`src/rtl/rv32_branch_predictor.sv`:
```
// Fetch-stage branch predictor: direct-mapped BTB with 2-bit saturating counters.
// The BTB is built only when RV32_BRANCH_PREDICTOR_EN is defined; otherwise static predict-not-taken.
module rv32_branch_predictor #(
   parameter int ENTRIES = 64
) (
   input  logic        clk,
   input  logic        reset_n,
   input  logic [31:0] pc_in,
   output logic        predicted_taken_out,
   output logic [31:0] predicted_pc_out,
   input  logic        update_valid_in,
   input  logic [31:0] update_pc_in,
   input  logic        update_taken_in,
   input  logic [31:0] update_target_in
);

   logic [31:0] next_pc_s;

   // Fall-through PC; 32-bit add wraps naturally at the top of the address space.
   always_comb begin
      next_pc_s = pc_in + 32'd4;
   end

`ifdef RV32_BRANCH_PREDICTOR_EN

   localparam int IDX  = $clog2(ENTRIES);
   localparam int TAGW = 32 - IDX - 2;

   logic [ENTRIES-1:0] valid_r;
   logic [TAGW-1:0]    tag_r    [ENTRIES];
   logic [31:0]        target_r [ENTRIES];
   logic [1:0]         ctr_r    [ENTRIES];

   logic [IDX-1:0]  look_idx_s;
   logic [TAGW-1:0] look_tag_s;
   logic            look_hit_s;
   logic [IDX-1:0]  upd_idx_s;
   logic [TAGW-1:0] upd_tag_s;
   logic            upd_hit_s;
   logic            unused_s;

   function automatic logic [1:0] sat_ctr(input logic [1:0] ctr, input logic up);
      logic [1:0] res;
      if (up) begin
         res = (ctr == 2'b11) ? ctr : ctr + 2'b01;
      end else begin
         res = (ctr == 2'b00) ? ctr : ctr - 2'b01;
      end
      return res;
   endfunction

   assign unused_s = ^update_pc_in[1:0];

   // Combinational lookup; a same-cycle update is not bypassed.
   always_comb begin
      look_idx_s          = pc_in[IDX+1:2];
      look_tag_s          = pc_in[31:IDX+2];
      look_hit_s          = 1'b0;
      predicted_taken_out = 1'b0;
      predicted_pc_out    = next_pc_s;
      if (valid_r[look_idx_s] && (tag_r[look_idx_s] == look_tag_s)) begin
         look_hit_s = 1'b1;
      end else begin
         look_hit_s = 1'b0;
      end
      if (look_hit_s && ctr_r[look_idx_s][1]) begin
         predicted_taken_out = 1'b1;
         predicted_pc_out    = target_r[look_idx_s];
      end else begin
         predicted_taken_out = 1'b0;
         predicted_pc_out    = next_pc_s;
      end
   end

   // Decode the update port's index and tag match.
   always_comb begin
      upd_idx_s = update_pc_in[IDX+1:2];
      upd_tag_s = update_pc_in[31:IDX+2];
      if (valid_r[upd_idx_s] && (tag_r[upd_idx_s] == upd_tag_s)) begin
         upd_hit_s = 1'b1;
      end else begin
         upd_hit_s = 1'b0;
      end
   end

   // Valid bits and counters: train on hit, allocate weak-taken on taken miss.
   always_ff @(posedge clk or negedge reset_n) begin
      if (!reset_n) begin
         valid_r <= '0;
         for (int i = 0; i < ENTRIES; i++) begin
            ctr_r[i] <= 2'b00;
         end
      end else if (update_valid_in) begin
         if (upd_hit_s) begin
            ctr_r[upd_idx_s] <= sat_ctr(ctr_r[upd_idx_s], update_taken_in);
         end else if (update_taken_in) begin
            valid_r[upd_idx_s] <= 1'b1;
            ctr_r[upd_idx_s]   <= 2'b10;
         end
      end
   end

   // Tag/target payload needs no reset: it is qualified by valid_r. Rewriting the tag on a hit is a no-op.
   always_ff @(posedge clk) begin
      if (update_valid_in && update_taken_in) begin
         tag_r[upd_idx_s]    <= upd_tag_s;
         target_r[upd_idx_s] <= update_target_in;
      end
   end

`else

   logic unused_s;

   assign unused_s = ^{clk, reset_n, update_valid_in, update_pc_in, update_taken_in,
                       update_target_in, 32'(ENTRIES)};

   // Static predict-not-taken.
   always_comb begin
      predicted_taken_out = 1'b0;
      predicted_pc_out    = next_pc_s;
   end

`endif

endmodule

```
`config.mk`:
```
export PLATFORM = sky130hd
export DESIGN_NAME = rv32_branch_predictor
export DESIGN_NICKNAME = d
export VERILOG_FILES = /design/src/rtl/rv32_branch_predictor.sv
export SDC_FILE = /design/constraint.sdc
export NUM_CORES = 1
export LEC_CHECK = 0
export ABC_AREA = 1
export CAP_MARGIN = 30
export CORE_MARGIN = 2
export CORE_UTILIZATION = 27
export DETAILED_ROUTE_END_ITERATION = 6
export PLACE_DENSITY_LB_ADDON = 0.1
export REMOVE_ABC_BUFFERS = 1
export SLEW_MARGIN = 20
export SYNTH_ARGS = -nofsm -noshare
export SYNTH_HDL_FRONTEND = slang
export SYNTH_SLANG_ARGS = --single-unit
```
`constraint.sdc`:
```
create_clock -name vclk -period 4.91
set_clock_uncertainty 0.1 [all_clocks]
set_input_delay 1.473 -clock vclk [all_inputs]
set_output_delay 1.473 -clock vclk [all_outputs]
set_load 0.01 [all_outputs]
```
Word-level counts from Yosys, hierarchy flattened
Index checks and enable logic that the tools add are counted.
{ "totals": {"elab_cells": 1, "register_bits": 0, "input_bits": 100} }
{ "op_classes": {"add_sub_neg": 1} }
{ "op_table": {"columns": ["op", "count"], "rows": [
  ["$add A32 B3 Y32 const B", 1]
]} }

Longest topological paths before layout
Gate-level depths: netlist of run 1.
{ "logic_depth": {"ltp_word": 1, "ltp_mapped": 8, "ltp_nobuf": 8} }

Least setup slack after synthesis of run 1
Ideal clock, no wire load.
{ "synth_timing": {"kind": "in2out", "startpoint": "input port pc_in[2]", "endpoint": "output port predicted_pc_out[18]", "setup_slack_ns": 1.007, "n_path_buf": 0, "arrival_time_ns": 2.330, "path_stages": 6, "required_ns": 3.337, "path_cell_list": "ha_1 -> nand2_1 -> nor2_2 -> nand2_4 -> nor2_4 -> xor2_1"} }
{ "synth_between": {"elab_chain_cells": 1} }
{ "synth_rtl": {"columns": ["element", "line", "text"], "rows": [
  ["start, declared", "8", "input logic [31:0] pc_in,"],
  ["$add A32 B3 Y32", "21", "next_pc_s = pc_in + 32'd4;"],
  ["end, declared", "10", "output logic [31:0] predicted_pc_out,"]
]} }
Every way passes these cells.

Final worst setup path of run 1
{ "layout_timing": {"startpoint": "input port pc_in[3]", "endpoint": "output port predicted_pc_out[17]"} }
The elaborated chain is that of the path after synthesis.

==> summary.txt, run 1 <==
Final worst slack -> 84.3 ps
Synthesized area -> 921 um^2
Nets -> 349
Port Buffers -> 60
FFs & Latches -> 0
Leak -> 0.913 nW
Wire length on met1 -> 1320 um
Post-DP Area -> 1610 um^2
Crit path cell chain -> clkdlybuf4s50_1, buf_4, nand2_2, nor2_8, nand2_4, nor2_8, xor2_2, clkdlybuf4s50_1
Final Hold Vio Count -> 0
Die width -> 62.4 um
Average wire per standard cell -> 9.76 um
Max-Cap Viols -> 0
Ys Warns -> 0
Critical path peak fanout -> 5
Share of layout cells above drive strength 1 -> 0.138
Worst Setup SP -> pc_in[3]
Status -> finished clean
Metal2 WL -> 1280 um
Max-slew violation count -> 0
Arr. time, crit path -> 3250 ps
Min Tclk post-route -> 4830 ps
Filler Cell Count -> 388
Initial core utilization -> 0.278
Most common cell after layout, fill and taps aside -> nand2_1
Vias in the first global route -> 1163
Core Area -> 3310 um^2
Via count -> 1219
RSZ-0062 raised after global routing -> true
DRC viols -> 0
First-pass GRT wire length -> 4920 um
Gr ovfl total -> 0
CP Capture Type -> output port
Max Freq -> 207 MHz
Top routing layer used -> met3
First-pass DRT Iterations -> 4
GRT Util Overall -> 0.147
Routability cong. -> 0.835
Startpoint Class -> input pin
Cells after synthesis -> 179
Synth top area share -> 0.326
Die Area -> 3890 um^2
Initial antenna violation count -> 0
Clock buffer cells -> 0
Row count -> 21
Final instance area -> 1700 um^2
Commonest cells after routing, fill and taps aside -> nand2_1 (80), clkdlybuf4s50_1 (43), nor2_1 (23)
Pin count of the biggest net entering global routing -> 6
Register area -> 0 um^2
Biggest area consumer among synthesized cells -> nand2_1
# diodes -> 0
Top post-synthesis cells by area -> nand2_1 (33%), nor2_1 (12%), xor2_1 (8.6%)
PD cells -> 61.4 nW/um^2
Via density -> 4.17
Worst stage delay on the critical path -> 540 ps
Top Ports -> 133
Die Y -> 62.4 um
Final HPWL DP -> 2460 um
Hold crit path type -> input pin to output port
Min-delay src -> pc_in[1]
Met3 Wirelength -> 247 um
Critical-path top delay cell -> clkdlybuf4s50_1
Synth cell types -> 18
Avg Inst Size Synth -> 5.14 um^2
Crit share post-route -> 0.983
Required @ worst endpoint -> 3340 ps
1st-iter DRT viols -> 43
Overall routed net length -> 2850 um
Place WS -> -45.0 ps
Hold Path Cell Cnt -> 0
Critical Setup Path Class -> input pin to output port
# setup viols final -> 0
Final ANT Viol Nets -> 0
Worst vdd rail ir drop -> 0.0493 mV
Register area share after synthesis -> 0
Area growth from synthesis to layout -> 84.8%
==> per-stage QoR <==
stage	power [W]	hold slack [ps]	setup TNS [ps]	utilization	instances
final	0.000104	2850	0	0.514	292
after global routing	0.000114	2850	-5.19	0.514	292
after CTS	0.000106	2850	0	0.487	289
after detailed placement	0.000105	2850	-135	0.486	289
after global placement	0.000106	2850	-86.0	0.486	289
after floorplan	0.0000372	2850	0	-	176
==> per-layer routing <==
layer,global-route usage,vias up
li1,-,667
met1,0.201,514
met2,0.254,38
met3,0.0288,0
met4,0,0
met5,0,-
==> power breakdown <==
part,switching (W),internal (W)
combinational,0.0000463,0.0000581
sequential,0,0
clock,0,0
total,0.0000463,0.0000581
==> kinds of logic (layout without fill, tap and decap cells) <==
logic type               Yosys count  count (layout)  synth area share
AND/OR/NAND/NOR                  141             141             0.732
other                              1               1           0.00407
buffers and inverters             20              87            0.0937
adder cells (fa/ha/maj)            1               1            0.0136
AO/OA/AOI/OAI                      1               1           0.00543
XOR/XNOR                          15              15             0.151
==> cell type report <==
cell class	instances	area, um^2	area share
multi-input combinational	159	870	0.511
timing repair buffer	70	711	0.418
inverter	17	63.8	0.0375
tap	46	57.6	0.0338
==> synthesized netlist by cell type <==
master and count:
xnor2_1 5, nor2_1 30, conb_1 1, nand3b_1 7, nor2_8 2, xor2_1 9
nand3_1 7, o21ai_0 1, buf_4 3, xor2_2 1, nor2_4 5, inv_1 17
nand2_4 3, ha_1 1, nand2_1 80, nand2_2 1, nor2_2 4, and2_1 2
==> path summary, 6_finish.rpt <==
path / endpoint / slack [ps]
hold / removal: predicted_pc_out[1] / 2850
setup / recovery: predicted_pc_out[17] / 80
==> timing repair <==
| item | in CTS | in global routing |
|---|---|---|
| setup endpoints to repair | 5 | 16 |
| hold buffers | 0 | 0 |
| setup buffers | 0 | 3 |
| pin swaps | 0 | 7 |
| gates resized for setup | 3 | 25 |
==> worst max-delay path, delay by kind of cell <==
family	cells	cell delay, ps
xor gates and xnor gates	1	130
buffers and inverters	3	1130
and+or+nand+nor	4	510
No activity file was read; power rests on OpenSTA's default activity.
==> inputs of run 2 (changes only) <==
ABC_AREA = unset   (was 1)
CORE_UTILIZATION = 20   (was 27)
==> summary.txt, run 2 <==
Clock buffer cells -> 0
Worst vdd rail ir drop -> 0.0406 mV
Die Area -> 3410 um^2
Commonest cells after routing, fill and taps aside -> clkdlybuf4s50_1 (33), buf_4 (32), xnor2_1 (21)
Min Tclk post-route -> 4810 ps
Routability cong. -> 0.732
First-pass DRT Iterations -> 4
Required @ worst endpoint -> 3340 ps
Average wire per standard cell -> 11.0 um
Top post-synthesis cells by area -> xnor2_1 (31%), xor2_1 (10%), nand4_1 (9.5%)
Top Ports -> 133
Initial core utilization -> 0.213
Via count -> 923
CP Capture Type -> output port
Cells after synthesis -> 85
Max-Cap Viols -> 0
Core Area -> 2780 um^2
Critical Setup Path Class -> input pin to output port
Leak -> 0.618 nW
Arr. time, crit path -> 3240 ps
Critical path peak fanout -> 4
Setup TNS -> 0 ps
Final Hold Vio Count -> 0
Port Buffers -> 60
Crit share post-route -> 0.980
First-pass GRT wire length -> 3560 um
Pin count of the biggest net entering global routing -> 7
Die width -> 58.4 um
Via density -> 4.50
Initial antenna violation count -> 0
Die Y -> 58.4 um
DRC viols -> 0
Gr ovfl total -> 0
Nets -> 277
# diodes -> 0
Ys Warns -> 0
Final HPWL DP -> 1920 um
Hold_buf cts -> 0
GRT Util Overall -> 0.126
Biggest area consumer among synthesized cells -> xnor2_1
Most frequent cell after synthesis -> xnor2_1
Register area -> 0 um^2
Avg Inst Size Synth -> 6.96 um^2
Synth top area share -> 0.311
Max-slew violation count -> 0
Most common cell after layout, fill and taps aside -> clkdlybuf4s50_1
Max Freq -> 208 MHz
Status -> finished clean
Layout Cells excl Fill -> 205
Startpoint Class -> input pin
1st-iter DRT viols -> 9
FFs & Latches -> 0
Vias in the first global route -> 890
Synthesized area -> 592 um^2
# setup viols final -> 0
PD cells -> 67.7 nW/um^2
Final ANT Viol Nets -> 0
Hold crit path type -> input pin to output port
Placed Cells -> 199
Row count -> 19
Share of layout cells above drive strength 1 -> 0.276
Area growth from synthesis to layout -> 139%
Worst hold margin -> 2850 ps
RSZ-0062 raised after global routing -> false
Synth cell types -> 19
Overall routed net length -> 2250 um
Post-synth top cells -> xnor2_1 (21), nand2_1 (10), nand3_1 (10), nand4_1 (9)
Register area share after synthesis -> 0
## run 2: metal layers
metal	track usage	wire length [um]	up-vias
li1	-	-	471
met1	0.143	912	408
met2	0.242	1090	42
met3	0.0242	226	2
met4	0.0199	19	0
met5	0	0	-
## run 2: logic make-up (layout without fill, tap and decap cells)
kind of cell	after synthesis	after routing	synth area share
XOR/XNOR	28	28	0.414
adder cells (fa/ha/maj)	1	1	0.0211
other	1	1	0.00634
buffers and inverters	5	94	0.0507
AND/OR/NAND/NOR	50	50	0.507
## run 2: cell type report
cell class                      instances  area, um^2
Fill cell                             276        1370
Inverter                                2        7.51
Multi-Input combinational cell         80         582
Tap cell                               31        38.8
Timing Repair Buffer                   92         788
## run 2: where the power goes
part | switching (W) | internal (W)
sequential | 0 | 0
clock | 0 | 0
combinational | 0.0000384 | 0.0000574
total | 0.0000384 | 0.0000574
## run 2: critical path, stage by stage
cell	delay (ps)
clkdlybuf4s50_1	500
nand4_1	120
buf_4	160
or2_2	330
nor3_2	210
xor2_1	160
dlygate4sd2_1	280
## run 2: final timing paths
check                 startpoint                    to  slack (ps)  depth (start not counted)
worst max-delay path    pc_in[4]  predicted_pc_out[15]         100                          7
worst min-delay path    pc_in[0]   predicted_pc_out[0]        2850                          0
## run 2: repair_timing
item,4_1_cts,5_1_grt
buffers inserted,4,2
endpoints found under the hold margin,0,0
resized for setup,32,12
pin swaps,1,1
setup endpoints to repair,24,8
gates cloned,0,0
## run 2: through the flow
| step | utilization | cell area (um^2) | setup slack (ps) | power (W) |
|---|---|---|---|---|
| global placement | 0.505 | 1400 | -242 | 0.000101 |
| floorplan | - | 569 | 763 | 0.0000265 |
| CTS | 0.512 | 1420 | 0.874 | 0.0000975 |
| detailed placement | 0.505 | 1400 | -279 | 0.000103 |
| global route | 0.509 | 1420 | 12.5 | 0.000103 |
| finish | 0.509 | 1420 | 97.0 | 0.0000959 |
